[config.mk]
export PLATFORM = sky130hd
export DESIGN_NAME = ram_1rw_arbiter
export DESIGN_NICKNAME = d
export VERILOG_FILES = /design/src/rtl/ram_1rw_arbiter.sv
export SDC_FILE = /design/constraint.sdc
export NUM_CORES = 1
export LEC_CHECK = 0
export BUFFER_PORTS_ARGS = -buffer_cell sky130_fd_sc_hd__buf_4
export CAP_MARGIN = 20
export CORE_MARGIN = 3
export CORE_UTILIZATION = 29
export DETAILED_ROUTE_END_ITERATION = 10
export GPL_TIMING_DRIVEN = 0
export PLACE_DENSITY = 0.77
export SYNTH_ARGS = -nofsm -noshare
export SYNTH_HDL_FRONTEND = slang
export SYNTH_SLANG_ARGS = --single-unit
export TNS_END_PERCENT = 100
[constraint.sdc]
create_clock -name clk -period 1.19 [get_ports clk]
set_input_delay 0.238 -clock clk [delete_from_list [all_inputs] [get_ports clk]]
set_output_delay 0.238 -clock clk [all_outputs]
set_load 0.01 [all_outputs]
[src/rtl/ram_1rw_arbiter.sv]
// ram_1rw_arbiter: round-robin req/rel/grant arbiter sharing one single-port
// payload RAM between NUM_REQ clients. The current owner's addr/ce/we/wdata
// are muxed onto the RAM port; read data is broadcast to every client.
// Optional watchdog on grant hold time: define RAM_1RW_ARBITER_TIMEOUT_EN.
//
// state   | meaning
// --------+---------------------------------------------------------------
// S_IDLE  | no grant held; arbitrate among req starting at rr pointer
// S_GRANT | owner holds the RAM port until rel[owner] (or watchdog revoke)
// S_TURN  | one forced idle cycle so the last read's data lands before a switch

module ram_1rw_arbiter #(
  parameter  int NUM_REQ        = 2,
  parameter  int AWIDTH         = 11,
  parameter  int DWIDTH         = 8,
  parameter  int TIMEOUT_CYCLES = 4096,
  localparam int OW             = (NUM_REQ > 1) ? $clog2(NUM_REQ) : 1
) (
  input  logic                      clk,
  input  logic                      rst,
  input  logic [NUM_REQ-1:0]        req,
  input  logic [NUM_REQ-1:0]        rel,
  output logic [NUM_REQ-1:0]        grant,
  output logic                      busy,
  output logic [OW-1:0]             owner,
  input  logic [NUM_REQ*AWIDTH-1:0] c_addr,
  input  logic [NUM_REQ-1:0]        c_ce,
  input  logic [NUM_REQ-1:0]        c_we,
  input  logic [NUM_REQ*DWIDTH-1:0] c_wdata,
  output logic [DWIDTH-1:0]         c_rdata,
  output logic [AWIDTH-1:0]         mem_addr,
  output logic                      mem_ce,
  output logic                      mem_we,
  output logic [DWIDTH-1:0]         mem_wdata,
  input  logic [DWIDTH-1:0]         mem_rdata,
  output logic                      timeout
);

  // Parameter sanity: NUM_REQ in 2..8, watchdog needs at least two cycles.
  if (NUM_REQ < 2 || NUM_REQ > 8 || TIMEOUT_CYCLES < 2) begin : g_param_check
    $error("ram_1rw_arbiter: parameter out of range");
  end

  typedef enum logic [1:0] {
    S_IDLE  = 2'd0,
    S_GRANT = 2'd1,
    S_TURN  = 2'd2
  } state_t;

  localparam logic [OW:0]   NUM_REQ_W = (OW+1)'(NUM_REQ);
  localparam logic [OW-1:0] LAST_IDX  = OW'(NUM_REQ - 1);

  state_t               state_q, state_d;
  logic [NUM_REQ-1:0]   grant_q, grant_d;
  logic                 busy_q, busy_d;
  logic [OW-1:0]        owner_q, owner_d;
  logic [OW-1:0]        rr_q, rr_d;

  logic [2*NUM_REQ-1:0] req_dbl;
  logic [NUM_REQ-1:0]   req_rot;
  logic [OW-1:0]        pick_off;
  logic [OW:0]          pick_sum;
  logic [OW-1:0]        pick_idx;
  logic [OW-1:0]        owner_next;
  logic                 wd_expire;

  logic [AWIDTH-1:0]    addr_arr  [NUM_REQ];
  logic [DWIDTH-1:0]    wdata_arr [NUM_REQ];

  for (genvar i = 0; i < NUM_REQ; i++) begin : g_unpack
    assign addr_arr[i]  = c_addr[i*AWIDTH +: AWIDTH];
    assign wdata_arr[i] = c_wdata[i*DWIDTH +: DWIDTH];
  end

  // Round-robin pick: rotate req so rr pointer sits at bit 0, take the lowest
  // set bit, then rotate the offset back into an absolute requester index.
  always_comb begin
    req_dbl  = {req, req};
    req_rot  = NUM_REQ'(req_dbl >> rr_q);
    pick_off = '0;
    for (int k = NUM_REQ - 1; k >= 0; k--) begin
      if (req_rot[k]) pick_off = OW'(k);
    end
    pick_sum = {1'b0, rr_q} + {1'b0, pick_off};
    if (pick_sum >= NUM_REQ_W) pick_sum = pick_sum - NUM_REQ_W;
    pick_idx = pick_sum[OW-1:0];
  end

  // After a release the requester just above the owner gets first look.
  assign owner_next = (owner_q == LAST_IDX) ? '0 : owner_q + OW'(1);

`ifdef RAM_1RW_ARBITER_TIMEOUT_EN
  localparam int            CW      = $clog2(TIMEOUT_CYCLES) + 1;
  localparam logic [CW-1:0] WD_LAST = CW'(TIMEOUT_CYCLES - 1);

  logic [CW-1:0] wd_cnt_q;

  // Grant-hold counter: zero outside GRANT, so it starts at 0 on entry.
  always_ff @(posedge clk or posedge rst) begin
    if (rst) begin
      wd_cnt_q <= '0;
    end else if (state_q != S_GRANT) begin
      wd_cnt_q <= '0;
    end else begin
      wd_cnt_q <= wd_cnt_q + CW'(1);
    end
  end

  // Revoke only when the owner has not released in this same cycle.
  assign wd_expire = (state_q == S_GRANT) && (wd_cnt_q == WD_LAST) && !rel[owner_q];
`else
  assign wd_expire = 1'b0;
`endif

  assign timeout = wd_expire;

  // Next-state and registered-output logic for the arbitration FSM.
  always_comb begin
    state_d = state_q;
    grant_d = grant_q;
    busy_d  = busy_q;
    owner_d = owner_q;
    rr_d    = rr_q;
    case (state_q)
      S_IDLE: begin
        if (|req) begin
          state_d = S_GRANT;
          grant_d = {{(NUM_REQ-1){1'b0}}, 1'b1} << pick_idx;
          owner_d = pick_idx;
          busy_d  = 1'b1;
        end
      end
      S_GRANT: begin
        // Release wins over a simultaneous req from the owner; req dropping
        // alone never releases.
        if (rel[owner_q] || wd_expire) begin
          state_d = S_TURN;
          grant_d = '0;
          busy_d  = 1'b0;
          rr_d    = owner_next;
        end
      end
      S_TURN: begin
        state_d = S_IDLE;
      end
      default: begin
        state_d = S_IDLE;
        grant_d = '0;
        busy_d  = 1'b0;
      end
    endcase
  end

  // FSM state and grant/owner/rr registers.
  always_ff @(posedge clk or posedge rst) begin
    if (rst) begin
      state_q <= S_IDLE;
      grant_q <= '0;
      busy_q  <= 1'b0;
      owner_q <= '0;
      rr_q    <= '0;
    end else begin
      state_q <= state_d;
      grant_q <= grant_d;
      busy_q  <= busy_d;
      owner_q <= owner_d;
      rr_q    <= rr_d;
    end
  end

  assign grant = grant_q;
  assign busy  = busy_q;
  assign owner = owner_q;

  // RAM port mux: only the owner reaches the RAM, and only while in GRANT;
  // rst gates it directly so no access can complete once reset is asserted.
  always_comb begin
    mem_ce    = 1'b0;
    mem_we    = 1'b0;
    mem_addr  = '0;
    mem_wdata = '0;
    if (!rst && state_q == S_GRANT) begin
      mem_ce    = c_ce[owner_q];
      mem_we    = c_we[owner_q] & c_ce[owner_q];
      mem_addr  = addr_arr[owner_q];
      mem_wdata = wdata_arr[owner_q];
    end
  end

  assign c_rdata = mem_rdata;

endmodule

; Word level (Yosys, flattened, before mapping)
; Cells that the tools add are included.
[word_totals]
out_inout_bits = 34
word_cells = 57
inputBits = 56
ff_bits = 7
[classes]
bitwise_logic = 3
reduce_logical = 8
eq_ne = 4
n_addsub = 3
n_lt_le_gt_ge = 3
shift = 2
mux = 29
[op_table]
columns = op, count
row1 = $mux 11, 4
row2 = $mux 8, 4
row3 = $mux 1, 14
row4 = $mux 2, 4
row5 = $pmux 2 s3, 1
row6 = $reduce_and 2->1, 3
row7 = $ge 2x2->1 const B, 2
row8 = $ne 2x2->1 const B, 2
row9 = $pmux 2 s2, 1
row10 = $shr 4x1->2, 1
row11 = $pmux 1 s3, 1
row12 = $reduce_and 3->1, 1
row13 = $add 1x1->2, 1
row14 = $eq 2x1->1 const B, 1
row15 = $eq 2x2->1 const B, 1
row16 = $logic_not 2->1, 1
row17 = $lt 1x2->1 const B, 1
row18 = $not 1->2, 1
row19 = $reduce_or 2->1, 1
row20 = $shl 1x1->2 const A, 1
row21 = $add 1x1->1 const B, 1
row22 = $and 1x1->1, 1
row23 = $logic_and 1x1->1, 1
row24 = $logic_not 1->1, 1
row25 = other kinds (2), 2

; Longest topological paths before layout
[depth]
depth_word = 9
depth_mapped = 4
ltp_nobuf = 3

; Worst setup path before layout
; OpenSTA, ideal clock, no wires.
[synth_timing]
path_type = register -> output
start = register state_q[1]
end = output port mem_addr[0]
n_path_buf = 1
t_arrival_ns = 1.075
path_slack_ns = -0.123
path_stages_with_launch = 5
path_cell_list = dfrtp_1 -> and2b_4 -> nand2_1 -> buf_2 -> nor2_1
[synth_via]
elab_chain_len = 3
[synth_lines]
columns = element, line_no
row1 = from (decl), 53  ; state_t state_q, state_d;
row2 = from (signal assigned), 163  ; state_q <= state_d;
row3 = $eq 2x1->1, 182  ; if (!rst && state_q == S_GRANT) begin
row4 = $logic_and 1x1->1, 182
row5 = $mux 11, 182
row6 = to (decl), 31  ; output logic [AWIDTH-1:0] mem_addr,
; Every way passes these cells.

; Worst setup path after layout
[layout_timing]
start = register owner_q (netlist: owner)
end = output port mem_wdata[3]
[layout_via]
elab_chain_len = 5
[layout_lines]
columns = element, line_no
row1 = from (decl), 56  ; logic [OW-1:0] owner_q, owner_d;
row2 = from (signal assigned), 166  ; owner_q <= owner_d;
row3 = $not 1->2 (implied by the code), 186  ; mem_wdata = wdata_arr[owner_q];
row4 = $mux 8 (implied by the code) (3 in series), 186
row5 = $mux 8, 182
row6 = to (decl), 34  ; output logic [DWIDTH-1:0] mem_wdata,
; Every way passes these cells. The select of a mux whose other input is x is not followed.

==> impl_metrics.toml <==
[clock_tree]
cts_sinks = 7
cts_root_buf = "clkbuf_4"
clkTransAtPathRegs_ps = 60
clkLatencyLatePin_ps = 260
numCtsBuffers = 3
htree_levels = 1
cts_max_path_buffers = 2
cts_tree = "done"

[logic_synthesis]
synth_simple_gate_area_frac = 0.2241
synth_fa_ha_area_frac = 0
synth_xor_area_frac = 0
ys_types = 24
synth.area.mux_share = 0.2852
synth_compound_area_frac = 0.09677
yosysWarnings = 0
avgSynthCellArea_um2 = 8.098
seq_area_frac_synth = 0.2377
ys_ff_latch = 7
syn-num-nets = 147
synthCells = 91
synthesis.area_um2 = 737.0
synth_top_family_by_area = "multiplexers"

[timing]
finalCritPeriodShare = 1.437
finalClockSkew_ps = 10.83
finalHoldViolations = 0
layout_min_cycle_time_ps = 1710
timing.fmax_mhz = 584.9
setup_ws_ps = -519.8
setup_viol = 28
report.final.slew_viol_count = 0
rsz0062_at_grt = "yes"
holdWs_ps = 194.2

[drt]
num_vias = 1146
totalWireLength_um = 4945
postRouteAntennaNets = 0
drt-pass1-iter-count = 4
drt_iter0_markers = 28
detail_route.wl_per_cell_um = 22.79
drc_errors = 0
vias_per_cell = 5.281

[power]
p_seq_frac = 0.103
switchingPower_mw = 1.815
power_frac_comb = 0.845
p_int_mw = 2.624
sw_frac_of_total = 0.4089
power_density_nw_per_um2 = 2068
p_clk_frac = 0.052
total_power_mw = 4.440
ir_worst_vdd_v = 0.002034
p_leak_nw = 0.9331

[placement]
gp_congestion = 0.7778
dp_cells = 199
post-place-ws_ps = -225.4
dpl.hpwl_um = 2428
port_buffers = 80

[global_routing]
grt_pass1_vias = 1209
antenna_found_initial = 0
grt_max_degree = 11
grt_pass1_wl_um = 6603
use_met2 = 0.5476
top_usage_layer = "met2"
grt.met1_usage = 0.2887
grt_overflow = 0
use_met3 = 0.05057
track_usage = 0.2716

[layout]
multiInputGateArea_um2 = 872.1
nFillCells = 79
mostFrequentLayoutCell = "buf_4"
register_area_um2 = 175.2
area_growth_pct = 191.3
fin_util = 0.9261
layoutNonFillerInstCount = 217
layout_common_cells = "buf_4 (75), buf_6 (22), nor2_4 (20)"
final_nets = 246
drive_gt1_frac = 0.8360
antenna_cells = 0

[job]
maxCapViolations = 0

[critical_path]
critPathKind = "reg -> out"
crit_path_top_delay_cell = "dfrtp_1"
worstPathRequired_ps = 950
critical_path.max_fanout = 5
cp-start-kind = "register"
slowest_delay_ps = 390
crit_path_cell_trace = "buf_6, buf_12, buf_12, mux2i_4, nor2_4, buf_6"
crit_path_end_kind = "output pin"
crit_arrival_ps = 1470

[run_status]
status = "finished with violations"
violations = "setup timing"

[floorplanning]
io_pins = 90
coreArea_um2 = 2318
die-area_um2 = 3182
die_h_um = 56.41
dieWidth_um = 56.41
row_count = 17
initial_core_util = 0.3179

[min_path]
hold_class = "in -> reg"
[critical path: cells and delay by family (launching register included)]
family | cells | cell delay, ps
flops | 1 | 390
mux | 1 | 190
simple gates | 1 | 110
buf+inv | 4 | 520
[area by class of cell]
class                      count  area share
buffer                        14     0.07401
sequential                     7     0.08159
multi-input combinational     68      0.4062
inverter                       2    0.003497
tap                           28     0.01632
timing repair buffer          94      0.4062
clock buffer                   4     0.01224
[registers in the layout, summed over array words and instances (netlist names)]
register  cells
grant         2
busy          1
rr_q          1
state_q       2
owner         1
[what timing repair did]
action | 4_1_cts | 5_1_grt
pin swaps | 1 | 0
gates resized for setup | 40 | 10
hold endpoints to repair | 7 | 0
hold buffers | 1 | 0
endpoints found under the setup margin | 24 | 28
buffers inserted | 9 | 2
gates cloned | 2 | 0
[path summary, 6_finish.rpt]
check                                startpoint                      to  slack [ps]  cells after the start
max                           owner$_DFFE_PP0P_            mem_wdata[3]        -520                      6
min                                      req[0]       owner$_DFFE_PP0P_         190                      2
max reg2reg                   owner$_DFFE_PP0P_  state_q[0]$_DFFE_PP0P_        -210                      5
min reg2reg                grant[1]$_DFFE_PP0P_    grant[1]$_DFFE_PP0P_         540                      1
max in group asynchronous                   rst    grant[1]$_DFFE_PP0P_         280                      3
min in group asynchronous                   rst  state_q[1]$_DFFE_PP0P_         650                      3
[synthesized netlist by cell type]
cell type  instances  area (µm²)
conb_1             1       3.750
buf_6              1       11.26
dfrtp_1            7       175.2
nand2_1            4       15.01
and2_1             1       6.260
nor2_1            21       78.83
nand3_1            3       15.01
o311ai_0           1       8.760
buf_4             11       82.58
a2bb2oi_1          1       8.760
o21a_1             1       7.510
nand2b_1           2       12.51
o2bb2ai_1          2       17.52
a21oi_1            3       15.01
nor2b_1            1       6.260
and2b_1            1       7.510
a31oi_1            1       6.260
inv_1              2       7.510
mux2i_1           21       210.2
and2b_4            1       10.01
a22oi_1            1       7.510
or2_1              1       6.260
nand3b_1           1       7.510
buf_2              2       10.01
[stage by stage]
step | TNS [ps] | cell area [µm²]
after global placement | -4257 | 1702
after detailed placement | -4406 | 1702
final | -10720 | 2147
after global routing | -11860 | 2147
after CTS | -9104 | 2078
after floorplan | -1487 | 1066
[logic make-up after synthesis]
group,count (synthesis)
other cells,1
compound gates,10
simple gates,36
flops,7
buf+inv,16
mux,21
[power by group through the flow]
stage / Sequential [mW] / Clock [mW] / Combinational, mW
floorplan: 0.454 / 0 / 1.78
global placement: 0.443 / 0 / 2.41
detailed placement: 0.448 / 0 / 2.46
CTS: 0.438 / 0.218 / 3.43
global route: 0.464 / 0.242 / 3.89
finish: 0.458 / 0.229 / 3.75
[metal layers]
metal	routed length [µm]	up-vias
met5	0	-
met4	49	0
met3	334	4
met2	2771	82
met1	1790	561
li1	-	499
(Power assumes the default switching activity.)
